<file path="src/rtl/alu_ctrl_if.sv">
// Request/result bundle between ID/EX and the ALU control sequencer.
interface alu_ctrl_if #(
  parameter int SEL_W = 5
);
  logic             in_valid;
  logic [1:0]       alu_op;
  logic [2:0]       funct3;
  logic             funct7_5;
  logic             funct7_0;
  logic             ex_flush;
  logic             in_ready;
  logic             out_valid;
  logic [SEL_W-1:0] alu_sel;
  logic             illegal;
  logic             stall;

  modport master (
    output in_valid, alu_op, funct3, funct7_5, funct7_0, ex_flush,
    input  in_ready, out_valid, alu_sel, illegal, stall
  );

  modport slave (
    input  in_valid, alu_op, funct3, funct7_5, funct7_0, ex_flush,
    output in_ready, out_valid, alu_sel, illegal, stall
  );
endinterface

</file>
<file path="src/rtl/alu_ctrl_seq.sv">
// ALU operation decode with multi-cycle MUL/DIV occupancy sequencing.
// Define ALU_CTRL_MEXT_EN to enable M-extension decode and the MULW/DIVW wait states.
//   state | meaning
//   IDLE  | ready; single-cycle results are issued from here
//   MULW  | multiply in flight, counting down to its result cycle
//   DIVW  | divide/remainder in flight, counting down to its result cycle
module alu_ctrl_seq #(
  parameter int SEL_W   = 5,
  parameter int MUL_LAT = 3,
  parameter int DIV_LAT = 32
) (
  input logic       clk,
  input logic       rst_n,
  alu_ctrl_if.slave bus
);

  localparam logic [1:0] S_IDLE = 2'd0;
  localparam logic [1:0] S_MULW = 2'd1;
  localparam logic [1:0] S_DIVW = 2'd2;

  localparam logic [4:0] OP_AND  = 5'h00;
  localparam logic [4:0] OP_OR   = 5'h01;
  localparam logic [4:0] OP_ADD  = 5'h02;
  localparam logic [4:0] OP_XOR  = 5'h04;
  localparam logic [4:0] OP_SUB  = 5'h06;
  localparam logic [4:0] OP_SLL  = 5'h07;
  localparam logic [4:0] OP_SRL  = 5'h08;
  localparam logic [4:0] OP_SRA  = 5'h09;
  localparam logic [4:0] OP_SLT  = 5'h0A;
  localparam logic [4:0] OP_SLTU = 5'h0B;

`ifdef ALU_CTRL_MEXT_EN
  localparam bit MEXT_EN = 1'b1;
`else
  localparam bit MEXT_EN = 1'b0;
`endif

  logic [1:0] state_q, state_d;
  logic [5:0] cnt_q, cnt_d;
  logic [4:0] sel_q, sel_d;
  logic       ill_q, ill_d;
  logic       ov_q, ov_d;
  logic [4:0] dec_sel;
  logic       dec_ill;
  logic       busy;

  always_comb begin
    dec_sel = OP_ADD;
    dec_ill = 1'b0;
    case (bus.alu_op)
      2'b00: dec_sel = OP_ADD;
      2'b01: dec_sel = OP_SUB;
      default: begin
        if (bus.alu_op == 2'b10 && bus.funct7_0) begin
`ifdef ALU_CTRL_MEXT_EN
          dec_sel = {2'b10, bus.funct3};
`else
          dec_ill = 1'b1;
`endif
        end else begin
          case (bus.funct3)
            3'b000: dec_sel = (bus.alu_op == 2'b10 && bus.funct7_5) ? OP_SUB : OP_ADD;
            3'b001: dec_sel = OP_SLL;
            3'b010: dec_sel = OP_SLT;
            3'b011: dec_sel = OP_SLTU;
            3'b100: dec_sel = OP_XOR;
            3'b101: dec_sel = bus.funct7_5 ? OP_SRA : OP_SRL;
            3'b110: dec_sel = OP_OR;
            default: dec_sel = OP_AND;
          endcase
          // funct7_5 only has meaning for the add/sub and shift-right pairs
          if (bus.funct7_5 && bus.funct3 != 3'b000 && bus.funct3 != 3'b101) begin
            dec_ill = 1'b1;
            dec_sel = OP_ADD;
          end
        end
      end
    endcase
  end

  always_comb begin
    state_d = state_q;
    cnt_d   = cnt_q;
    sel_d   = sel_q;
    ill_d   = ill_q;
    ov_d    = 1'b0;
    if (bus.ex_flush) begin
      state_d = S_IDLE;
      cnt_d   = 6'd0;
    end else begin
      case (state_q)
        S_IDLE: begin
          if (bus.in_valid) begin
            sel_d = dec_sel;
            ill_d = dec_ill;
            if (MEXT_EN && !dec_ill && dec_sel[4]) begin
              state_d = dec_sel[2] ? S_DIVW : S_MULW;
              cnt_d   = dec_sel[2] ? 6'(DIV_LAT - 1) : 6'(MUL_LAT - 1);
            end else begin
              ov_d = 1'b1;
            end
          end
        end
        S_MULW, S_DIVW: begin
          if (cnt_q == 6'd0) state_d = S_IDLE;
          else               cnt_d   = cnt_q - 6'd1;
        end
        default: begin
          state_d = S_IDLE;
          cnt_d   = 6'd0;
        end
      endcase
    end
  end

  always_ff @(posedge clk or negedge rst_n) begin
    if (!rst_n) begin
      state_q <= S_IDLE;
      cnt_q   <= 6'd0;
      sel_q   <= OP_ADD;
      ill_q   <= 1'b0;
      ov_q    <= 1'b0;
    end else begin
      state_q <= state_d;
      cnt_q   <= cnt_d;
      sel_q   <= sel_d;
      ill_q   <= ill_d;
      ov_q    <= ov_d;
    end
  end

  assign busy          = (state_q != S_IDLE);
  assign bus.in_ready  = !busy;
  // multi-cycle results issue in the wait state's final cycle, not a cycle later
  assign bus.out_valid = ov_q | (busy && cnt_q == 6'd0);
  assign bus.alu_sel   = SEL_W'(sel_q);
  assign bus.illegal   = ill_q;
`ifdef ALU_CTRL_MEXT_EN
  assign bus.stall     = busy;
`else
  assign bus.stall     = 1'b0;
`endif

endmodule

</file>
<file path="src/flat_wrapper.sv">
// flat-port wrapper written by rule: the top's interface ports become plain ports
module alu_ctrl_seq_flat 
#(
  parameter int SEL_W   = 5,
  parameter int MUL_LAT = 3,
  parameter int DIV_LAT = 32
)
  (clk, rst_n, bus_in_valid, bus_alu_op, bus_funct3, bus_funct7_5, bus_funct7_0, bus_ex_flush, bus_in_ready, bus_out_valid, bus_alu_sel, bus_illegal, bus_stall);
  alu_ctrl_if #(.SEL_W(SEL_W)) bus_i ();
  input logic clk;
  input logic rst_n;
  input wire logic [$bits(bus_i.in_valid)-1:0] bus_in_valid;
  input wire logic [$bits(bus_i.alu_op)-1:0] bus_alu_op;
  input wire logic [$bits(bus_i.funct3)-1:0] bus_funct3;
  input wire logic [$bits(bus_i.funct7_5)-1:0] bus_funct7_5;
  input wire logic [$bits(bus_i.funct7_0)-1:0] bus_funct7_0;
  input wire logic [$bits(bus_i.ex_flush)-1:0] bus_ex_flush;
  output wire logic [$bits(bus_i.in_ready)-1:0] bus_in_ready;
  output wire logic [$bits(bus_i.out_valid)-1:0] bus_out_valid;
  output wire logic [$bits(bus_i.alu_sel)-1:0] bus_alu_sel;
  output wire logic [$bits(bus_i.illegal)-1:0] bus_illegal;
  output wire logic [$bits(bus_i.stall)-1:0] bus_stall;
  assign bus_i.in_valid = bus_in_valid;
  assign bus_i.alu_op = bus_alu_op;
  assign bus_i.funct3 = bus_funct3;
  assign bus_i.funct7_5 = bus_funct7_5;
  assign bus_i.funct7_0 = bus_funct7_0;
  assign bus_i.ex_flush = bus_ex_flush;
  assign bus_in_ready = bus_i.in_ready;
  assign bus_out_valid = bus_i.out_valid;
  assign bus_alu_sel = bus_i.alu_sel;
  assign bus_illegal = bus_i.illegal;
  assign bus_stall = bus_i.stall;
  alu_ctrl_seq #(.SEL_W(SEL_W), .MUL_LAT(MUL_LAT), .DIV_LAT(DIV_LAT)) u_core (.clk(clk), .rst_n(rst_n), .bus(bus_i));
endmodule
</file>
<file path="config.mk">
export PLATFORM = sky130hd
export DESIGN_NAME = alu_ctrl_seq_flat
export DESIGN_NICKNAME = d
export VERILOG_FILES = /design/src/rtl/alu_ctrl_if.sv /design/src/rtl/alu_ctrl_seq.sv /design/src/flat_wrapper.sv
export SDC_FILE = /design/constraint.sdc
export NUM_CORES = 1
export LEC_CHECK = 0
export ABC_AREA = 1
export CAP_MARGIN = 20
export CORE_AREA = 2 2 39 41
export CTS_BUF_LIST = sky130_fd_sc_hd__clkbuf_4 sky130_fd_sc_hd__clkbuf_8
export DETAILED_ROUTE_END_ITERATION = 8
export DIE_AREA = 0 0 41 43
export GPL_TIMING_DRIVEN = 0
export REMOVE_ABC_BUFFERS = 1
export SYNTH_ARGS = -nofsm -noshare
export SYNTH_HDL_FRONTEND = slang
export SYNTH_SLANG_ARGS = --single-unit
</file>
<file path="constraint.sdc">
create_clock -name clk -period 1.2 [get_ports clk]
set_input_delay 0.36 -clock clk [delete_from_list [all_inputs] [get_ports clk]]
set_output_delay 0.36 -clock clk [all_outputs]
set_load 0.02 [all_outputs]
</file>
[Word-level counts from Yosys, hierarchy flattened]
Cells that the tools add are included.
Cells by class
  add/subtract/negate cells: 1
  multipliers: 0
  div/mod/pow operators: 0
  magnitude comparators: 0
  equal/unequal tests: 14
  shift-type cells: 0
  muxes and demuxes: 18
  bitwise gates (word level): 2
  reduce and logical (&&, ||, !) cells: 17
Operator list (count)
  5-bit one-hot mux with 7 select lines: 1
  6-bit two-way mux: 2
  6-bit one-hot mux with 2 select lines: 1
  5-bit two-way mux: 2
  5-bit one-hot mux with 2 select lines: 1
  3-bit == test, second input constant: 3
  1-bit two-way mux: 7
  3-bit by 2-bit == test with 1-bit output, second input constant: 2
  6-bit logical NOT: 1
  3-bit != test, second input constant: 2
  6-bit by 1-bit subtractor with 6-bit output, second input constant: 1
  1-bit logical AND: 5
  2-bit by 1-bit == test with 1-bit output, second input constant: 2
  2-bit == test, second input constant: 2
  2-bit logical NOT: 2
  2-bit two-way mux: 2
  2-bit one-hot mux with 2 select lines: 1
  2-bit AND reduction: 2
  2-bit OR reduction: 2
  3-bit by 1-bit == test with 1-bit output, second input constant: 1
  3-bit logical NOT: 1
  3-bit two-way mux: 1
  3-bit by 2-bit != test with 1-bit output, second input constant: 1
  3-bit AND reduction: 1
  other kinds (6): 6
Storage, ports and cells
  flip-flop bits (word level): 15
  bits in latches: 0
  bits in writable memories: 0
  bits in read-only memories: 0
  input port bits: 11
  output and inout bits: 9
  logic and storage cells: 57
  memories kept: 0

[Logic depth before layout (Yosys ltp)]
Gate-level depths: netlist (run 1).
  depth in word-level cells: 7
  depth in mapped cells: 7

[Worst setup path before layout (run 1)]
Ideal clock, no wire load.
  path kind: input -> register
  start: in bus_in_valid
  end: reg u_core.ill_q (netlist: u_core.bus.illegal)
  library setup time: 0.121 ns
  arrival time: 0.935 ns
  slack: 0.144 ns
  stages on the path: 4
  buffers on the path: 1
  cells stage by stage: inv_1 > or2_1 > buf_6 > a22o_1
On the way
  longest elaborated chain between the ends: 1
RTL lines
  start, declared: RTL line flat_wrapper.sv:12  | input wire logic [$bits(bus_i.in_valid)-1:0] bus_in_valid;
  3-bit AND reduction (no line)
  end signal, assigned: RTL line alu_ctrl_seq.sv:127  | ill_q <= ill_d;
  end, declared: RTL line alu_ctrl_seq.sv:41  | logic ill_q, ill_d;
No other way between the ends.
A chain may end at the register's enable or synchronous reset.

[Final worst setup path (run 1)]
  start: reg u_core.sel_q[1] (netlist: u_core.bus.alu_sel[1])
  end: out bus_alu_sel[1]
RTL lines
  start, declared: RTL line alu_ctrl_seq.sv:40  | logic [4:0] sel_q, sel_d;
  start signal, assigned: RTL line alu_ctrl_seq.sv:126  | sel_q <= sel_d;
  end, declared: RTL line flat_wrapper.sv:20  | output wire logic [$bits(bus_i.alu_sel)-1:0] bus_alu_sel;
No word-level cell between the ends.

==> results of run 1 <==
[registers in the layout, summed over array words and instances (netlist names)]
name and flops:
u_core.bus.alu_sel 4, u_core.bus.illegal 1, u_core.ov_q 1
[cells in the mapped netlist (all sizes together) (2+ instances only)]
master,count,area (um^2)
buf,4,33.8
o21ai,2,10.0
a21oi,2,13.8
nor2,7,50.1
nand2,10,40.0
conb,2,7.51
dfrtp,5,125
nand3,7,45.0
inv,6,22.5
[kinds of logic after synthesis]
kind of cell	count (synthesis)	share of synthesized area
DFF	6	0.360
AOI/OAI and AO/OA	7	0.116
other	2	0.0179
and+or+nand+nor	26	0.351
buffers and inverters	11	0.155
[worst paths after layout]
path	start	end
max	u_core.bus.alu_sel[1]	bus_alu_sel[1]
min	rst_n	u_core.bus.illegal
max reg2reg	u_core.bus.alu_sel[1]	u_core.bus.alu_sel[1]
min reg2reg	u_core.bus.alu_sel[0]	u_core.bus.alu_sel[0]
max in group asynchronous	rst_n	u_core.bus.alu_sel[1]
min in group clk	u_core.bus.alu_sel[0]	u_core.bus.alu_sel[0]
[area by class of cell]
| cell class | instances | area (um^2) |
|---|---|---|
| clock buffer | 4 | 30.0 |
| fill | 147 | 788 |
| inverter | 7 | 31.3 |
| multi-input combinational | 36 | 220 |
| sequential | 6 | 151 |
| tap | 16 | 20.0 |
| timing repair buffer | 17 | 143 |
[where the power goes]
part,internal (mW),total [mW],switching (mW)
Sequential,0.224,0.234,0.00979
Clock,0.149,0.228,0.0787
Combinational,0.0696,0.169,0.0995
Total,0.442,0.630,0.188
[what timing repair did]
action,4_1_cts,5_1_grt
gates resized for setup,35,3
buffers inserted,1,0
setup endpoints to repair,11,4
pin swaps,3,4
[layout by cell type (no fill, tap or decap)]
master / count
a21oi_2: 1
conb_1: 3
o21ai_0: 2
nor2_2: 3
nor2_1: 3
inv_1: 3
clkbuf_4: 4
inv_2: 3
buf_2: 5
dfrtp_1: 5
dlymetal6s2s_1: 1
buf_6: 2
nand3_1: 3
clkinv_4: 1
dlygate4sd2_1: 6
nand4_1: 1
a22o_1: 1
clkdlybuf4s50_1: 3
a21oi_1: 1
a41oi_1: 1
or2_4: 1
nand2_1: 9
o31ai_1: 1
nor2_8: 1
nand3_2: 4
nand2_2: 1
dfstp_2: 1
[stage by stage]
step,setup WS (ns),TNS [ns],power [mW]
3_3_place_gp,-0.405,-2.82,0.418
6_report,-0.0531,-0.0531,0.630
4_1_cts,-0.0586,-0.0586,0.633
3_5_place_dp,-0.402,-2.82,0.420
2_1_floorplan,0.105,0,0.329
5_1_grt,-0.0780,-0.0881,0.666
[routing by layer]
layer | track usage | vias up
met5 | 0 | -
met3 | 0.0314 | 0
met2 | 0.159 | 16
met4 | 0.0800 | 0
li1 | - | 197
met1 | 0.129 | 168
==> impl_metrics.env, run 1 <==
export IMPL_status="complete, but fails checks"
export IMPL_violations="negative setup slack"
export IMPL_cp_cell_sequence="buf_6"
export IMPL_power_density_mw_per_mm2=1060
export IMPL_p_leak_nw=0.316
export IMPL_clkTransAtPathRegs_ns=0.05
export IMPL_rsz0062_at_grt="true"
export IMPL_cts_hold_buf=0
export IMPL_grt_use_total=0.110
export IMPL_wl_met1_um=349
export IMPL_cts_htree_levels=1
export IMPL_portBuffers=16
export IMPL_cts_tree="done"
export IMPL_fin_hold_ws_ns=0.351
export IMPL_worst_path_stages=1
export IMPL_grt_overflow=0
export IMPL_drt_antenna_violating_nets=0
export IMPL_syn_avg_cell_area_um2=8.08
export IMPL_place_gp_congestion=0.702
export IMPL_fin_nets=82
export IMPL_vias=381
export IMPL_grt_pass1_wl_um=1260
export IMPL_drv_cap=0
export IMPL_period_share=1.04
export IMPL_fin_crit_ns=1.25
export IMPL_dr_wl_met3_um=76
export IMPL_crit_slowest_cell="dfstp_2"
export IMPL_ys_warn_count=0
export IMPL_ios=20
export IMPL_critPathKind="register to output pin"
export IMPL_final_cell_count_no_fill=86
export IMPL_drv_slew=0
export IMPL_setup_ws_ns=-0.0531
export IMPL_fmax_ghz=0.798
export IMPL_die_height_um=43
export IMPL_drt_iter0_markers=5
export IMPL_synth_cell_area_um2=420
export IMPL_ys_seq_elements=6
export IMPL_initial_utilization=0.304
export IMPL_cp_end_kind="output pin"
export IMPL_finalHoldViolCount=0
export IMPL_synth_edff_count=0
export IMPL_drive_above_1_share=0.386
export IMPL_dpl_cell_area_um2=571
export IMPL_grt_antenna_before_repair=0
export IMPL_required_ns=0.84
export IMPL_grt_pass1_vias=316
export IMPL_path_delay_family="flip-flops"
export IMPL_drtPass1Iterations=2
export IMPL_wire_per_inst_um=9.41
export IMPL_dieArea_mm2=0.00176
export IMPL_clock_sinks=6
export IMPL_finalCoreUtilization=0.430
export IMPL_die_w_um=41
export IMPL_setup_viol=1
export IMPL_finClkSkew_ns=0
export IMPL_dp_cells=81
export IMPL_reg2reg_depth=2
export IMPL_critPathMaxStageDelay_ns=0.54
export IMPL_wl_met2_um=383
export IMPL_hpwlAfterDp_um=645
export IMPL_cts_max_path_buffers=2
export IMPL_drc=0
export IMPL_seq_area_frac_synth=0.360
export IMPL_critPathLaunchType="register"
export IMPL_syn_inst=52
export IMPL_r2r_setup_slack_ns=0.39
export IMPL_cp_num_buf_inv=1
export IMPL_arrival_ns=0.89
export IMPL_crit_fanout=2
export IMPL_root_buffer="clkbuf_4"
export IMPL_rows=14
export IMPL_area_delta_synth_final_pct=41.7
export IMPL_final_area_um2=596
export IMPL_cts_made_buffers=3
export IMPL_hold_path_class="input port to async pin"
export IMPL_coreArea_mm2=0.00138
export IMPL_grt_max_degree=7
export IMPL_clock_latency_ns=0.24
export IMPL_post_synth_num_cell_types=23
export IMPL_top_layer_used="met3"
export IMPL_async_flop_share=1.00
export IMPL_wl_um=809
export IMPL_ys_flop_type="dfrtp_1"
export IMPL_vias_per_cell=4.43
export IMPL_peakVddDrop_v=0.000315
export IMPL_antennaDiodeCount=0
No activity file was read; power rests on OpenSTA's default activity.
==> run 2, diff against run 1 <==
--- a/config.mk
+++ b/config.mk
@@ -12,6 +12,7 @@
 export DETAILED_ROUTE_END_ITERATION = 8
 export DIE_AREA = 0 0 41 43
 export GPL_TIMING_DRIVEN = 0
+export MAX_ROUTING_LAYER = met4
 export REMOVE_ABC_BUFFERS = 1
 export SYNTH_ARGS = -nofsm -noshare
 export SYNTH_HDL_FRONTEND = slang
==> run 2 against run 1 <==
Effect of this change: the flow still finishes with violations (negative setup slack); clock-buffer cell count unchanged; power down 0.63%; global-route usage up 0.27 points; cell count unchanged; combinational power about the same; sequential share of layout area unchanged; fmax up 0.21%; hold slack better by 0.0051 ns; clock power down 2%; register-to-register slack about the same; flip-flop and latch count unchanged; die area unchanged; critical endpoint unchanged; largest cell class unchanged.
==> impl_metrics.env, run 2 (synthesized netlist as in run 1, its figures left out) <==
export IMPL_status="complete, but fails checks"
export IMPL_violations="negative setup slack"
export IMPL_required_ns=0.84
export IMPL_critPathLaunchType="register"
export IMPL_antennaDiodeCount=0
export IMPL_cts_tree="done"
export IMPL_hold_path_class="input port to async pin"
export IMPL_fin_hold_ws_ns=0.357
export IMPL_vias_per_cell=4.41
export IMPL_drtPass1Iterations=3
export IMPL_crit_fanout=2
export IMPL_dp_cells=81
export IMPL_final_cell_count_no_fill=86
export IMPL_cts_hold_buf=0
export IMPL_cp_cell_sequence="buf_6"
export IMPL_setup_viol=1
export IMPL_grt_pass1_wl_um=1260
export IMPL_layout_commonest_cell="nand2_1"
export IMPL_finalCoreUtilization=0.430
export IMPL_fin_crit_ns=1.25
export IMPL_cp_num_buf_inv=1
export IMPL_root_buffer="clkbuf_4"
export IMPL_r2r_setup_slack_ns=0.39
export IMPL_hpwlAfterDp_um=645
export IMPL_pre_cts_slack_ns=-0.402
export IMPL_portBuffers=16
export IMPL_coreArea_mm2=0.00138
export IMPL_multi_input_area_um2=220
export IMPL_initial_utilization=0.304
export IMPL_largest_reg_flops=4
export IMPL_drv_slew=0
export IMPL_drv_cap=0
export IMPL_layout_common_cells="nand2_1, dlygate4sd2_1, buf_2, dfrtp_1"
export IMPL_r2r_end="u_core.bus.alu_sel[1]"
export IMPL_critPathKind="register to output pin"
export IMPL_ios=20
export IMPL_p_leak_nw=0.316
export IMPL_peakVddDrop_v=0.000313
export IMPL_vias=379
export IMPL_die_w_um=41
export IMPL_wire_per_inst_um=9.34
export IMPL_drt_iter0_markers=6
export IMPL_wl_um=803
export IMPL_cts_made_buffers=3
export IMPL_power_total_uw=626
export IMPL_rsz0062_at_grt="true"
export IMPL_power_density_mw_per_mm2=1050
export IMPL_rows=14
export IMPL_clock_sinks=6
export IMPL_clock_latency_ns=0.24
export IMPL_dieArea_mm2=0.00176
export IMPL_grt_use_total=0.112
export IMPL_finalHoldViolCount=0
export IMPL_place_gp_congestion=0.710
export IMPL_cp_end_kind="output pin"
export IMPL_grt_max_degree=7
export IMPL_drc=0
export IMPL_grt_antenna_before_repair=0
export IMPL_cts_max_path_buffers=2
export IMPL_path_delay_family="flip-flops"
export IMPL_die_height_um=43
export IMPL_nFillCells=147
export IMPL_seqCellArea_um2=151
export IMPL_cts_htree_levels=1
export IMPL_arrival_ns=0.89
export IMPL_reg2reg_depth=2
export IMPL_reg2reg_from="u_core.bus.alu_sel[1]"
export IMPL_critPathMaxStageDelay_ns=0.54
export IMPL_period_share=1.04
export IMPL_finClkSkew_ns=0
export IMPL_drive_above_1_share=0.386
export IMPL_area_delta_synth_final_pct=41.7
export IMPL_setup_ws_ns=-0.0505
export IMPL_fin_nets=82
export IMPL_grt_pass1_vias=317
export IMPL_crit_slowest_cell="dfstp_2"
export IMPL_clkTransAtPathRegs_ns=0.05
export IMPL_grt_overflow=0
export IMPL_drt_antenna_violating_nets=0
export IMPL_fmax_ghz=0.800
## run 2: cell counts in the layout (fill, tap and decap cells not counted)
No cell type changed its count.
## run 2: stage by stage
stage / TNS, ns / area (um^2)
after floorplan: 0 / 390
after global placement: -2.82 / 571
after detailed placement: -2.82 / 571
after CTS: -0.0586 / 589
after global routing: -0.0881 / 596
final: -0.0505 / 596
## run 2: cell type report
type | instances | area share
clock buffer | 4 | 0.0504
inverter | 7 | 0.0525
multi-input combinational | 36 | 0.370
sequential | 6 | 0.254
tap | 16 | 0.0336
timing repair buffer | 17 | 0.239
## run 2: report_power, final
part	internal, mW	leakage [nW]	total (mW)	switching (mW)
clock	0.149	0.0184	0.224	0.0750
sequential	0.224	0.0752	0.234	0.00983
combinational	0.0695	0.222	0.169	0.0994
total	0.442	0.316	0.626	0.184
## run 2: per-layer routing
| layer | vias up | part of all wire | track usage |
|---|---|---|---|
| li1 | 197 | - | - |
| met1 | 166 | 0.43 | 0.129 |
| met2 | 14 | 0.47 | 0.159 |
| met3 | 2 | 0.088 | 0.0314 |
| met4 | 0 | 0.011 | 0.0800 |
| met5 | - | 0 | - |
## run 2: worst max path at each step
stage                          start                    end  cells after the start
2_1_floorplan           bus_in_valid     u_core.bus.illegal                      3
3_3_place_gp            bus_in_valid  u_core.bus.alu_sel[2]                      5
3_5_place_dp            bus_in_valid  u_core.bus.alu_sel[3]                      6
4_1_cts        u_core.bus.alu_sel[1]         bus_alu_sel[1]                      1
5_1_grt        u_core.bus.alu_sel[1]         bus_alu_sel[1]                      1
6_report       u_core.bus.alu_sel[1]         bus_alu_sel[1]                      1
## run 2: timing repair
item,in CTS,in global routing
buffers inserted,1,0
gates resized for setup,35,3
pin swaps,3,4
endpoints found under the setup margin,11,4
==> run 3, diff against run 2 <==
--- a/config.mk
+++ b/config.mk
@@ -5,7 +5,7 @@
 export SDC_FILE = /design/constraint.sdc
 export NUM_CORES = 1
 export LEC_CHECK = 0
-export ABC_AREA = 1
+export ABC_AREA = 0
 export CAP_MARGIN = 20
 export CORE_AREA = 2 2 39 41
 export CTS_BUF_LIST = sky130_fd_sc_hd__clkbuf_4 sky130_fd_sc_hd__clkbuf_8
==> run 3 against run 2 <==
Effect of this change: the run still ends with negative setup slack left; synthesized cell count down 21%; first-iteration DRC count down 100%; critical path depth unchanged; sequential power about the same; synthesized area down 6.5%; via count down 11%; die area unchanged; clock power down 2%.
==> impl_metrics.env, run 3 <==
export IMPL_yosysMostFrequentCell="dfrtp_1"
export IMPL_vias_per_cell=4.52
export IMPL_path_delay_family="flip-flops"
export IMPL_drive_above_1_share=0.356
export IMPL_ios=20
export IMPL_drtPass1Iterations=1
export IMPL_p_sw_uw=174
export IMPL_drv_slew=0
export IMPL_initial_utilization=0.284
export IMPL_layout_common_cells="dlygate4sd2_1, buf_2, dfrtp_1, o21ai_0, clkbuf_4"
export IMPL_synth_cell_area_um2=393
export IMPL_p_int_uw=446
export IMPL_synth_simple_gate_area_share=0.258
export IMPL_syn_inst=41
export IMPL_clock_latency_ns=0.24
export IMPL_die_height_um=43
export IMPL_ys_warn_count=0
export IMPL_cts_made_buffers=3
export IMPL_drt_iter0_markers=0
export IMPL_grt_pass1_vias=322
export IMPL_cp_num_buf_inv=1
export IMPL_synth_common_cells="dfrtp_1, o21ai_0, a21oi_1, buf_4"
export IMPL_synthAdderAreaFrac=0
export IMPL_cp_end_kind="output pin"
export IMPL_root_buffer="clkbuf_4"
export IMPL_seqCellArea_um2=151
export IMPL_fin_crit_ns=1.24
export IMPL_dpl_cell_area_um2=543
export IMPL_final_area_um2=587
export IMPL_pwr_share_comb=0.272
export IMPL_wl_um=818
export IMPL_period_share=1.04
export IMPL_finClkSkew_ns=0
export IMPL_reg2reg_depth=2
export IMPL_critPathLaunchType="register"
export IMPL_synth_top_family_by_area="simple AND/OR/NAND/NOR gates"
export IMPL_hold_path_class="input port to async pin"
export IMPL_place_gp_congestion=0.622
export IMPL_clkTransAtPathRegs_ns=0.05
export IMPL_grt_use_total=0.112
export IMPL_critPathMaxStageDelay_ns=0.54
export IMPL_synth_edff_count=0
export IMPL_synth_top_area_share=0.318
export IMPL_pre_cts_slack_ns=-0.432
export IMPL_power_density_mw_per_mm2=1060
export IMPL_wl_met1_um=330
export IMPL_ys_flop_type="dfrtp_1"
export IMPL_wl_met2_um=391
export IMPL_switching_share=0.281
export IMPL_portBuffers=16
export IMPL_top_layer_used="met4"
export IMPL_yosys_area_top_type="dfrtp_1"
export IMPL_cp_cell_sequence="buf_6"
export IMPL_grt_antenna_before_repair=0
export IMPL_rsz0062_at_grt="true"
export IMPL_fin_hold_ws_ns=0.362
export IMPL_synth_compound_area_share=0.185
export IMPL_drv_cap=0
export IMPL_crit_fanout=2
export IMPL_cts_htree_levels=1
export IMPL_drc=0
export IMPL_cts_max_path_buffers=2
export IMPL_r2r_setup_slack_ns=0.36
export IMPL_peakVddDrop_v=0.000286
export IMPL_yosys_top_cells_area="dfrtp_1, dfstp_2, buf_4, nor4bb_1, o21ai_0"
export IMPL_power_total_uw=621
export IMPL_post_synth_num_cell_types=24
export IMPL_r2r_end="u_core.bus.alu_sel[2]"
export IMPL_p_leak_nw=0.287
export IMPL_ys_seq_elements=6
export IMPL_required_ns=0.84
export IMPL_syn_avg_cell_area_um2=9.58
export IMPL_grt_max_degree=10
export IMPL_antennaDiodeCount=0
export IMPL_dieArea_mm2=0.00176
export IMPL_finalCoreUtilization=0.424
export IMPL_nFillCells=148
export IMPL_finalHoldViolCount=0
export IMPL_arrival_ns=0.88
export IMPL_critPathKind="register to output pin"
export IMPL_p_clk_frac=0.355
export IMPL_crit_slowest_cell="dfstp_2"
export IMPL_vias=339
export IMPL_seq_area_frac_synth=0.385
export IMPL_area_delta_synth_final_pct=49.4
export IMPL_hpwlAfterDp_um=591
export IMPL_synth_xor_area_frac=0.0223
export IMPL_seqPwrFrac=0.373
export IMPL_coreArea_mm2=0.00138
export IMPL_fmax_ghz=0.803
export IMPL_setup_ws_ns=-0.0447
export IMPL_cts_tree="done"
export IMPL_grt_pass1_wl_um=1310
export IMPL_fin_nets=71
export IMPL_multi_input_area_um2=238
export IMPL_async_flop_share=1.00
export IMPL_largest_reg_flops=4
export IMPL_setup_viol=1
export IMPL_status="complete, but fails checks"
export IMPL_synth_area_mux_share=0.0255
export IMPL_wire_per_inst_um=10.9
export IMPL_drt_antenna_violating_nets=0
export IMPL_reg2reg_from="u_core.bus.alu_sel[2]"
export IMPL_clock_sinks=6
export IMPL_grt_overflow=0
export IMPL_dr_wl_met3_um=79
export IMPL_die_w_um=41
export IMPL_rows=14
export IMPL_violations="negative setup slack"
## run 3: cell types whose count changed in the layout (fill, tap and decap cells not counted), moves of 3 or more
cell,delta
inv_2,-3
nand2_1,-7
nand3_1,-3
nand3_2,-4
nor2_1,-3
nor2_2,-3
## run 3: how the worst max path moves through the flow
stage	depth (start not counted)	to	from	slack (ns)
after global routing	1	bus_alu_sel[1]	u_core.bus.alu_sel[1]	-0.07
final	1	bus_alu_sel[1]	u_core.bus.alu_sel[1]	-0.04
after floorplan	4	u_core.bus.alu_sel[2]	bus_ex_flush	0.22
after detailed placement	4	u_core.bus.alu_sel[0]	bus_funct3[2]	-0.43
after global placement	4	u_core.bus.alu_sel[0]	bus_funct3[2]	-0.41
after CTS	1	bus_alu_sel[1]	u_core.bus.alu_sel[1]	-0.05
## run 3: cells by family (layout without fill, tap and decap cells)
| logic type | Yosys count | count (layout) |
|---|---|---|
| multiplexers | 1 | 1 |
| AO/OA/AOI/OAI | 12 | 12 |
| AND/OR/NAND/NOR | 13 | 13 |
| XOR/XNOR | 1 | 1 |
| other | 2 | 3 |
| flip-flops | 6 | 6 |
| buffers and inverters | 6 | 23 |
## run 3: final cells by class
cell class	instances	share of cell area
clock buffer	4	0.0512
inverter	2	0.0171
multi-input combinational	30	0.405
sequential	6	0.258
tap	16	0.0341
timing repair buffer	17	0.235
## run 3: metal layers
| metal | track usage | vias up |
|---|---|---|
| li1 | - | 177 |
| met1 | 0.149 | 147 |
| met2 | 0.150 | 13 |
| met3 | 0.0157 | 2 |
| met4 | 0.0800 | 0 |
| met5 | - | - |
## run 3: power groups by stage
stage | logic (mW) | clock network, mW | registers, mW
floorplan | 0.0547 | 0 | 0.258
global placement | 0.170 | 0 | 0.234
detailed placement | 0.171 | 0 | 0.235
CTS | 0.156 | 0.230 | 0.232
global route | 0.187 | 0.242 | 0.234
finish | 0.169 | 0.220 | 0.232
## run 3: repair_timing
action,CTS,global route
hold buffers,0,0
gates cloned,0,0
setup buffers,1,0
gates resized for setup,35,9
setup endpoints to repair,11,5
pin swaps,1,2
## run 3: metrics by stage
step	setup TNS, ns	cells
after global routing	-0.0781	75
after global placement	-2.42	70
after CTS	-0.0511	75
after detailed placement	-2.48	70
after floorplan	0	38
final	-0.0447	75
